--- config.mk ---
export PLATFORM = sky130hd
export DESIGN_NAME = bcd_strobe_arbiter_flat
export DESIGN_NICKNAME = d
export VERILOG_FILES = /design/src/rtl/bcd_strobe_arbiter_if.sv /design/src/rtl/bcd_strobe_arbiter.sv /design/src/flat_wrapper.sv
export SDC_FILE = /design/constraint.sdc
export NUM_CORES = 1
export LEC_CHECK = 0
export ABC_AREA = 1
export BUFFER_PORTS_ARGS = -buffer_cell sky130_fd_sc_hd__buf_4
export CAP_MARGIN = 0
export CORE_ASPECT_RATIO = 0.5
export CORE_MARGIN = 8
export CORE_UTILIZATION = 50
export DETAILED_ROUTE_END_ITERATION = 8
export PLACE_DENSITY = 0.68
export SYNTH_ARGS = -nofsm -noshare
export SYNTH_HDL_FRONTEND = slang
export SYNTH_SLANG_ARGS = --single-unit
--- constraint.sdc ---
create_clock -name clk -period 6.5 [get_ports clk]
set_clock_uncertainty 0.1 [all_clocks]
set_input_delay 1.625 -clock clk [delete_from_list [all_inputs] [get_ports clk]]
set_output_delay 1.625 -clock clk [all_outputs]
set_load 0.01 [all_outputs]
--- src/rtl/bcd_strobe_arbiter_if.sv ---
// Request/grant bundle between ten active-low requesters and the BCD strobe arbiter.
// The arbiter takes the slave modport; the requester side takes master.
interface bcd_strobe_arbiter_if;
    logic [9:0] req_n;
    logic       done_n;
    logic       a;
    logic       b;
    logic       c;
    logic       d;
    logic [9:0] y_n;
    logic       gnt_valid;
    logic       tmo;

    modport master (
        output req_n, done_n,
        input  a, b, c, d, y_n, gnt_valid, tmo
    );

    modport slave (
        input  req_n, done_n,
        output a, b, c, d, y_n, gnt_valid, tmo
    );
endinterface

--- src/rtl/bcd_strobe_arbiter.sv ---
// Round-robin arbiter for ten active-low requesters, grant driven as a BCD code plus decode.
// Optional forced release on grant age is enabled by defining BCD_ARB_TIMEOUT_EN.
module bcd_strobe_arbiter #(
    parameter int unsigned MIN_HOLD = 4,
    parameter int unsigned TIMEOUT  = 64
) (
    input logic                 clk,
    input logic                 rst_n,
    bcd_strobe_arbiter_if.slave bus
);
    typedef enum logic [1:0] {StIdle, StGrant, StHold, StGap} state_e;

    state_e     state_q;
    logic [3:0] ptr_q;
    logic [3:0] code_q;
    logic [3:0] cnt_q;
    logic [9:0] y_q;
    logic       gnt_q;

    logic       found;
    logic [3:0] winner;
    logic [3:0] cand;
    logic       release_req;

    function automatic logic [9:0] decode(input logic [3:0] code);
        decode = 10'h3FF;
        if (code < 4'd10) decode[code] = 1'b0;
    endfunction

    // First low request searching upward from the slot after the last winner.
    always_comb begin
        found  = 1'b0;
        winner = ptr_q;
        cand   = 4'd0;
        for (int i = 1; i <= 10; i++) begin
            cand = 4'((int'(ptr_q) + i) % 10);
            if (!found && !bus.req_n[cand]) begin
                found  = 1'b1;
                winner = cand;
            end
        end
    end

    // ptr_q always names the current holder while a grant is live.
    assign release_req = !bus.done_n || bus.req_n[ptr_q];

`ifdef BCD_ARB_TIMEOUT_EN
    logic [7:0] age_q;
    logic       tmo_q;
`endif

    always_ff @(posedge clk) begin
        if (!rst_n) begin
            state_q <= StIdle;
            ptr_q   <= 4'd9;
            code_q  <= 4'hF;
            y_q     <= 10'h3FF;
            gnt_q   <= 1'b0;
            cnt_q   <= 4'd0;
`ifdef BCD_ARB_TIMEOUT_EN
            age_q   <= 8'd0;
            tmo_q   <= 1'b0;
`endif
        end else begin
`ifdef BCD_ARB_TIMEOUT_EN
            tmo_q <= 1'b0;
            if (state_q == StGrant || state_q == StHold) age_q <= age_q + 8'd1;
`endif
            unique case (state_q)
                StIdle: begin
                    if (found) begin
                        state_q <= StGrant;
                        ptr_q   <= winner;
                        code_q  <= winner;
                        y_q     <= decode(winner);
                        gnt_q   <= 1'b1;
                        cnt_q   <= 4'd0;
`ifdef BCD_ARB_TIMEOUT_EN
                        age_q   <= 8'd0;
`endif
                    end
                end
                StGrant: begin
                    if (cnt_q == 4'(MIN_HOLD - 1)) state_q <= StHold;
                    else cnt_q <= cnt_q + 4'd1;
                end
                StHold: begin
`ifdef BCD_ARB_TIMEOUT_EN
                    if (release_req || age_q == 8'(TIMEOUT - 1)) begin
                        tmo_q <= !release_req;
`else
                    if (release_req) begin
`endif
                        state_q <= StGap;
                        code_q  <= 4'hF;
                        y_q     <= 10'h3FF;
                        gnt_q   <= 1'b0;
                        cnt_q   <= 4'd0;
                    end
                end
                StGap: begin
                    state_q <= StIdle;
                end
            endcase
        end
    end

    assign bus.a         = code_q[0];
    assign bus.b         = code_q[1];
    assign bus.c         = code_q[2];
    assign bus.d         = code_q[3];
    assign bus.y_n       = y_q;
    assign bus.gnt_valid = gnt_q;
`ifdef BCD_ARB_TIMEOUT_EN
    assign bus.tmo       = tmo_q;
`else
    assign bus.tmo       = 1'b0;
`endif
endmodule

--- src/flat_wrapper.sv ---
// flat-port wrapper written by rule: the top's interface ports become plain ports
module bcd_strobe_arbiter_flat 
#(
    parameter int unsigned MIN_HOLD = 4,
    parameter int unsigned TIMEOUT  = 64
)
  (clk, rst_n, bus_req_n, bus_done_n, bus_a, bus_b, bus_c, bus_d, bus_y_n, bus_gnt_valid, bus_tmo);
  bcd_strobe_arbiter_if bus_i ();
  input logic clk;
  input logic rst_n;
  input wire logic [$bits(bus_i.req_n)-1:0] bus_req_n;
  input wire logic [$bits(bus_i.done_n)-1:0] bus_done_n;
  output wire logic [$bits(bus_i.a)-1:0] bus_a;
  output wire logic [$bits(bus_i.b)-1:0] bus_b;
  output wire logic [$bits(bus_i.c)-1:0] bus_c;
  output wire logic [$bits(bus_i.d)-1:0] bus_d;
  output wire logic [$bits(bus_i.y_n)-1:0] bus_y_n;
  output wire logic [$bits(bus_i.gnt_valid)-1:0] bus_gnt_valid;
  output wire logic [$bits(bus_i.tmo)-1:0] bus_tmo;
  assign bus_i.req_n = bus_req_n;
  assign bus_i.done_n = bus_done_n;
  assign bus_a = bus_i.a;
  assign bus_b = bus_i.b;
  assign bus_c = bus_i.c;
  assign bus_d = bus_i.d;
  assign bus_y_n = bus_i.y_n;
  assign bus_gnt_valid = bus_i.gnt_valid;
  assign bus_tmo = bus_i.tmo;
  bcd_strobe_arbiter #(.MIN_HOLD(MIN_HOLD), .TIMEOUT(TIMEOUT)) u_core (.clk(clk), .rst_n(rst_n), .bus(bus_i));
endmodule
# ---- Word-level counts from Yosys, hierarchy flattened
# Cells that the tools add are included.
dict set report word_totals {
  ff_bits 25
  in_bits 13
  output_inout_bits 16
  elab_cells 148
}
dict set report classes {
  add_sub_neg 11
  n_div 10
  n_lt_le_gt_ge 14
  eq_ne 8
  mux 62
  n_bitwise 1
  n_reduce_logical 36
}
# op count
set op_table {}
lappend op_table {{$mod A32 B5 Y32 const B} 10}
lappend op_table {{$lt A4 B5 Y1 const B} 12}
lappend op_table {{$mux W4} 15}
lappend op_table {{$bmux W1 S4} 11}
lappend op_table {{$mux W10} 3}
lappend op_table {{$mux W1} 24}
lappend op_table {{$add A4 B3 Y5 const B} 4}
lappend op_table {{$pmux W10 S2} 1}
lappend op_table {{$logic_not A1 Y1} 18}
lappend op_table {{$add A4 B4 Y5 const B} 3}
lappend op_table {{$pmux W4 S3} 1}
lappend op_table {{$add A4 B2 Y5 const B} 2}
lappend op_table {{$logic_and A1 B1 Y1} 10}
lappend op_table {{$not A10 Y10} 1}
lappend op_table {{$pmux W2 S4} 1}
lappend op_table {{$pmux W4 S2} 1}
lappend op_table {{$mux W2} 3}
lappend op_table {{$ne A2 B1 Y1 const B} 3}
lappend op_table {{$reduce_and A3 Y1} 2}
lappend op_table {{$add A4 B1 Y5 const B} 1}
lappend op_table {{$add A4 B1 Y4 const B} 1}
lappend op_table {{$demux W1 S4} 1}
lappend op_table {{$eq A2 B2 Y1 const B} 2}
lappend op_table {{$eq A4 B2 Y1 const B} 1}
lappend op_table {{11 further kinds} 11}

# ---- Logic depth before layout (Yosys ltp)
dict set report depth {
  depth_word 39
  ltp_mapped 37
  depth_no_buf 36
}

# ---- Worst setup path after synthesis
# No wires, ideal clock.
dict set report synth_timing {
  path_kind {flip-flop to flip-flop}
  startpoint {register u_core.ptr_q[1]}
  endpoint {register u_core.y_q[4] (netlist: u_core.bus.y_n[4])}
  setup_time_ps 126
  arrival_time_ps 4027
  required_time_ps 6274
  setup_slack_ps 2247
  stages_incl_launch_ff 31
  n_path_buf 3
  period_less_slack_ps 4253
  path_cell_list {dfxtp_1 -> inv_1 -> buf_2 -> ha_1 -> buf_2 -> inv_2 -> ha_1 -> inv_1 -> ha_1 -> inv_1 -> nand3_1 -> o21ai_1 -> nand2_1 -> o21ai_1 -> a21oi_1 -> nor2_4 -> nand4_4 -> nor3_4 -> nand2_2 -> nor2_4 -> nand2_1 -> nor2_2 -> nand2_1 -> nand2_1 -> inv_2 -> nand2_4 -> inv_2 -> buf_6 -> or2_0 -> o21ai_1 -> nand2_1}
}
dict set report synth_via {
  elab_chain_cells 39
  word_cells_on_any_way 102
  cone_classes {10 x add/sub; 10 x div; 3 x order compare; 2 x eq/ne; 47 x mux; 1 x bitwise; 29 x reduce/logical}
}
# element line
set synth_lines {}
lappend synth_lines {{start: declaration} bcd_strobe_arbiter.sv:14} ;# logic [3:0] ptr_q;
lappend synth_lines {{start signal: assignment} bcd_strobe_arbiter.sv:73} ;# ptr_q <= winner;
lappend synth_lines {{$add A4 B2 Y5} bcd_strobe_arbiter.sv:36} ;# cand = 4'((int'(ptr_q) + i) % 10);
lappend synth_lines {{$mod A32 B5 Y32} bcd_strobe_arbiter.sv:36}
lappend synth_lines {{$bmux W1 S4} bcd_strobe_arbiter.sv:37} ;# if (!found && !bus.req_n[cand]) begin
lappend synth_lines {{$mux W1 (implied by the code)} bcd_strobe_arbiter.sv:37}
lappend synth_lines {{$logic_not A1 Y1} bcd_strobe_arbiter.sv:37}
lappend synth_lines {{$logic_and A1 B1 Y1} bcd_strobe_arbiter.sv:37}
lappend synth_lines {{$mux W1} bcd_strobe_arbiter.sv:37}
lappend synth_lines {{$logic_not A1 Y1} bcd_strobe_arbiter.sv:37}
lappend synth_lines {{[23 not listed]} n/a}
lappend synth_lines {{$lt A4 B5 Y1 (implied by the code) or $ge A4 B1 Y1 (tied branches)} bcd_strobe_arbiter.sv:27} ;# if (code < 4'd10) decode[code] = 1'b0;
lappend synth_lines {{$logic_and A1 B1 Y1 (implied by the code)} bcd_strobe_arbiter.sv:27}
lappend synth_lines {{$mux W1 (implied by the code)} bcd_strobe_arbiter.sv:27}
lappend synth_lines {{$demux W1 S4} n/a}
lappend synth_lines {{$not A10 Y10 (no line)} n/a}
lappend synth_lines {{$mux W10} bcd_strobe_arbiter.sv:27}
lappend synth_lines {{$mux W10} bcd_strobe_arbiter.sv:71} ;# if (found) begin
lappend synth_lines {{$pmux W10 S2} bcd_strobe_arbiter.sv:69} ;# unique case (state_q)
lappend synth_lines {{end signal: assignment} bcd_strobe_arbiter.sv:75} ;# y_q <= decode(winner);
lappend synth_lines {{end: declaration} bcd_strobe_arbiter.sv:17} ;# logic [9:0] y_q;
# Parallel ways exist; a longest one is shown, timed or not. The select of a mux whose other input is x is not followed.
# A chain may end at the register's enable or synchronous reset.

# ---- Final worst setup path
dict set report layout_timing {
  startpoint {register u_core.ptr_q[2]}
  endpoint {register u_core.y_q[6] (netlist: u_core.bus.y_n[6])}
}
# The elaborated chain is that of the path after synthesis.

==> metrics.txt <==
Detailed Place HPWL 9845 um; Slew Viols, Final 0; fmax 0.1909 GHz; # diodes 0; initial antenna violation count 0; Num CTS Buffers 3; WL/cell 13.03 um; CTS tree done; Placeable Area 0.008678 mm2; Primary FF master, synth dfxtp_1; final setup violating endpoints 0; layout cells sized above 1 10.67%; slowest cell on the critical path dfxtp_1; syn_area_per_cell 5.573 um2; Vias 4832; initial core utilization 51.37%; Worst EP required 6.55 ns; CTS clk-pin slew, worst paths 0.07 ns; clk root buf clkbuf_16; post-CTS setup buffer count 0; top area cells in the synthesized netlist nand2_1 (21%), ha_1 (12%), dfxtp_1 (11%); post-CTS sizing 0; Die Width 149.5 um; die area 0.01238 mm2; library cells used by synthesis 47; Port Buffers 27; fin area 0.004807 mm2; vias in the first global route 4536; R2R cell count 31; first-pass GRT wire length 20690 um; critical path capture point type flop; Cells after Synth 800; RSZ-0062 raised after global routing no; std cell rows 24; normalized max-slew margin 42.03%; Arrival @ worst endpoint 5.29 ns; number of remaining DRC errors 0; post-synth top area share 21.39%; worst hold path type reg -> reg; RD Place Congestion 0.9246; type of origin of the critical path flop; pin count of the biggest net entering global routing 33; Worst Path Max Fanout 14; height of the chip 82.77 um; Setup Total Neg Slack 0 ns; placed standard-cell area 0.004725 mm2; Congestion Overflow GR 0; kind of critical path reg -> reg; clock latency at the later pin of the worst-skew pair 0.26 ns; fin crit period 5.240 ns; #FFs+latches synth 25; Via density 5.185; post-route ant nets 0; Mapped Area 0.004458 mm2; Async SR Flop Fraction 0%; Clock Tree Buf Depth 2; most used cell, CP nand2_1; Yosys top cell by area nand2_1; Yosys warning total 0; H-tree levels 1; Seq/Total Area, Yosys 11.23%; status finished clean; Hold Path Depth 2; Area growth syn-to-layout 7.830%; most frequent cell after synthesis nand2_1; CTS Sinks 25; CP peak stage delay 0.74 ns; Worst Max-Slew Pin Slew 0.8604 ns; Total Routed Length 12140 um; max_cap viols 0; Final period util 80.61%; 1st-iter DRT viols 362; Tot GR Track Use 19.93%; synth cell count leaders nand2_1 (254), inv_1 (125), nand3_1 (86); drt first pass iters 5; final hold violation count 0; EDFF count, synth 0; Mapped Nets 856; nets 872; hold-fix buffers at CTS 0; I/O pin count 29
per-layer routing:
| layer | up-vias | track usage [%] | wire length (um) |
|---|---|---|---|
| met1 | 2147 | 27.78 | 6430 |
| met3 | 2 | 1.407 | 472 |
| met4 | 0 | 2.098 | 17 |
| li1 | 2578 | - | - |
| met5 | - | 0 | 0 |
| met2 | 105 | 34.42 | 5221 |
state kept, by name (all words and copies together) (netlist names):
| signal | flops |
|---|---|
| u_core.bus.gnt_valid | 1 |
| u_core.state_q | 2 |
| u_core.code_q | 4 |
| u_core.bus.y_n | 10 |
| u_core.ptr_q | 4 |
| u_core.cnt_q | 4 |
logic make-up (layout without fill, tap and decap cells):
family	Yosys count	count (layout)	synth area share, %
flip-flops	25	25	11.23
buffers and inverters	159	174	14.06
AO/OA/AOI/OAI	103	103	12.88
AND/OR/NAND/NOR	451	451	45.97
other	1	1	0.08412
XOR/XNOR	18	18	3.705
adder cells (fa/ha/maj)	43	43	12.07
area by class of cell:
class	instances	area [um2]
fill	948	3871
multi-input combinational	616	3331
inverter	141	529.3
sequential	25	500.5
timing repair buffer	29	217.7
tap	117	146.4
clock buffer	3	75.07
clock inverter	1	7.507
per-stage QoR:
step | util [%] | setup slack [ns] | hold WS [ns] | instances
after floorplan | - | 2.247 | 0.3627 | 800
after global routing | 55.39 | 0.7716 | 0.4024 | 932
after CTS | 55.39 | 1.329 | 0.3776 | 932
after global placement | 54.44 | 1.371 | 0.3588 | 928
after detailed placement | 54.44 | 1.348 | 0.3665 | 928
final | 55.39 | 1.260 | 0.3728 | 932
path summary, 6_finish.rpt:
path / start / endpoint / slack, ns
worst max-delay path: u_core.ptr_q[2] / u_core.bus.y_n[6] / 1.26
worst min-delay path: u_core.bus.gnt_valid / u_core.bus.gnt_valid / 0.37
worst min register to register: u_core.bus.gnt_valid / u_core.bus.gnt_valid / 0.37
worst max register to register: u_core.ptr_q[2] / u_core.bus.y_n[6] / 1.26
placed cells by master (no fill, tap or decap), types with 4 or more instances in the layout:
cell type  netlist  routed
o211ai_1         5       5
o21ai_1         18      18
dfxtp_1         25      25
buf_4            4      29
nand2_1        254     254
nor2_1          36      36
nand3_1         86      86
nand3b_1         7       7
or2_0            5       5
ha_1            43      43
or2_2            4       4
inv_1          125     125
o21ai_0         39      39
nand2_2         20      20
xor2_1          15      15
inv_2           15      15
a21oi_1         25      25
nand4_1         20      20
worst max-delay path, delay by kind of cell (launching register included):
kind | cells | cell delay (ns)
AO/OA/AOI/OAI | 1 | 0.16
XOR/XNOR | 1 | 0.16
adder cells (fa/ha/maj) | 4 | 1.18
buffers and inverters | 4 | 0.38
flip-flops | 1 | 0.74
AND/OR/NAND/NOR | 21 | 2.40
Power is left out: the tool's default activity adds up to more than one toggle a clock period on the data nets, which glitch-free logic cannot reach.
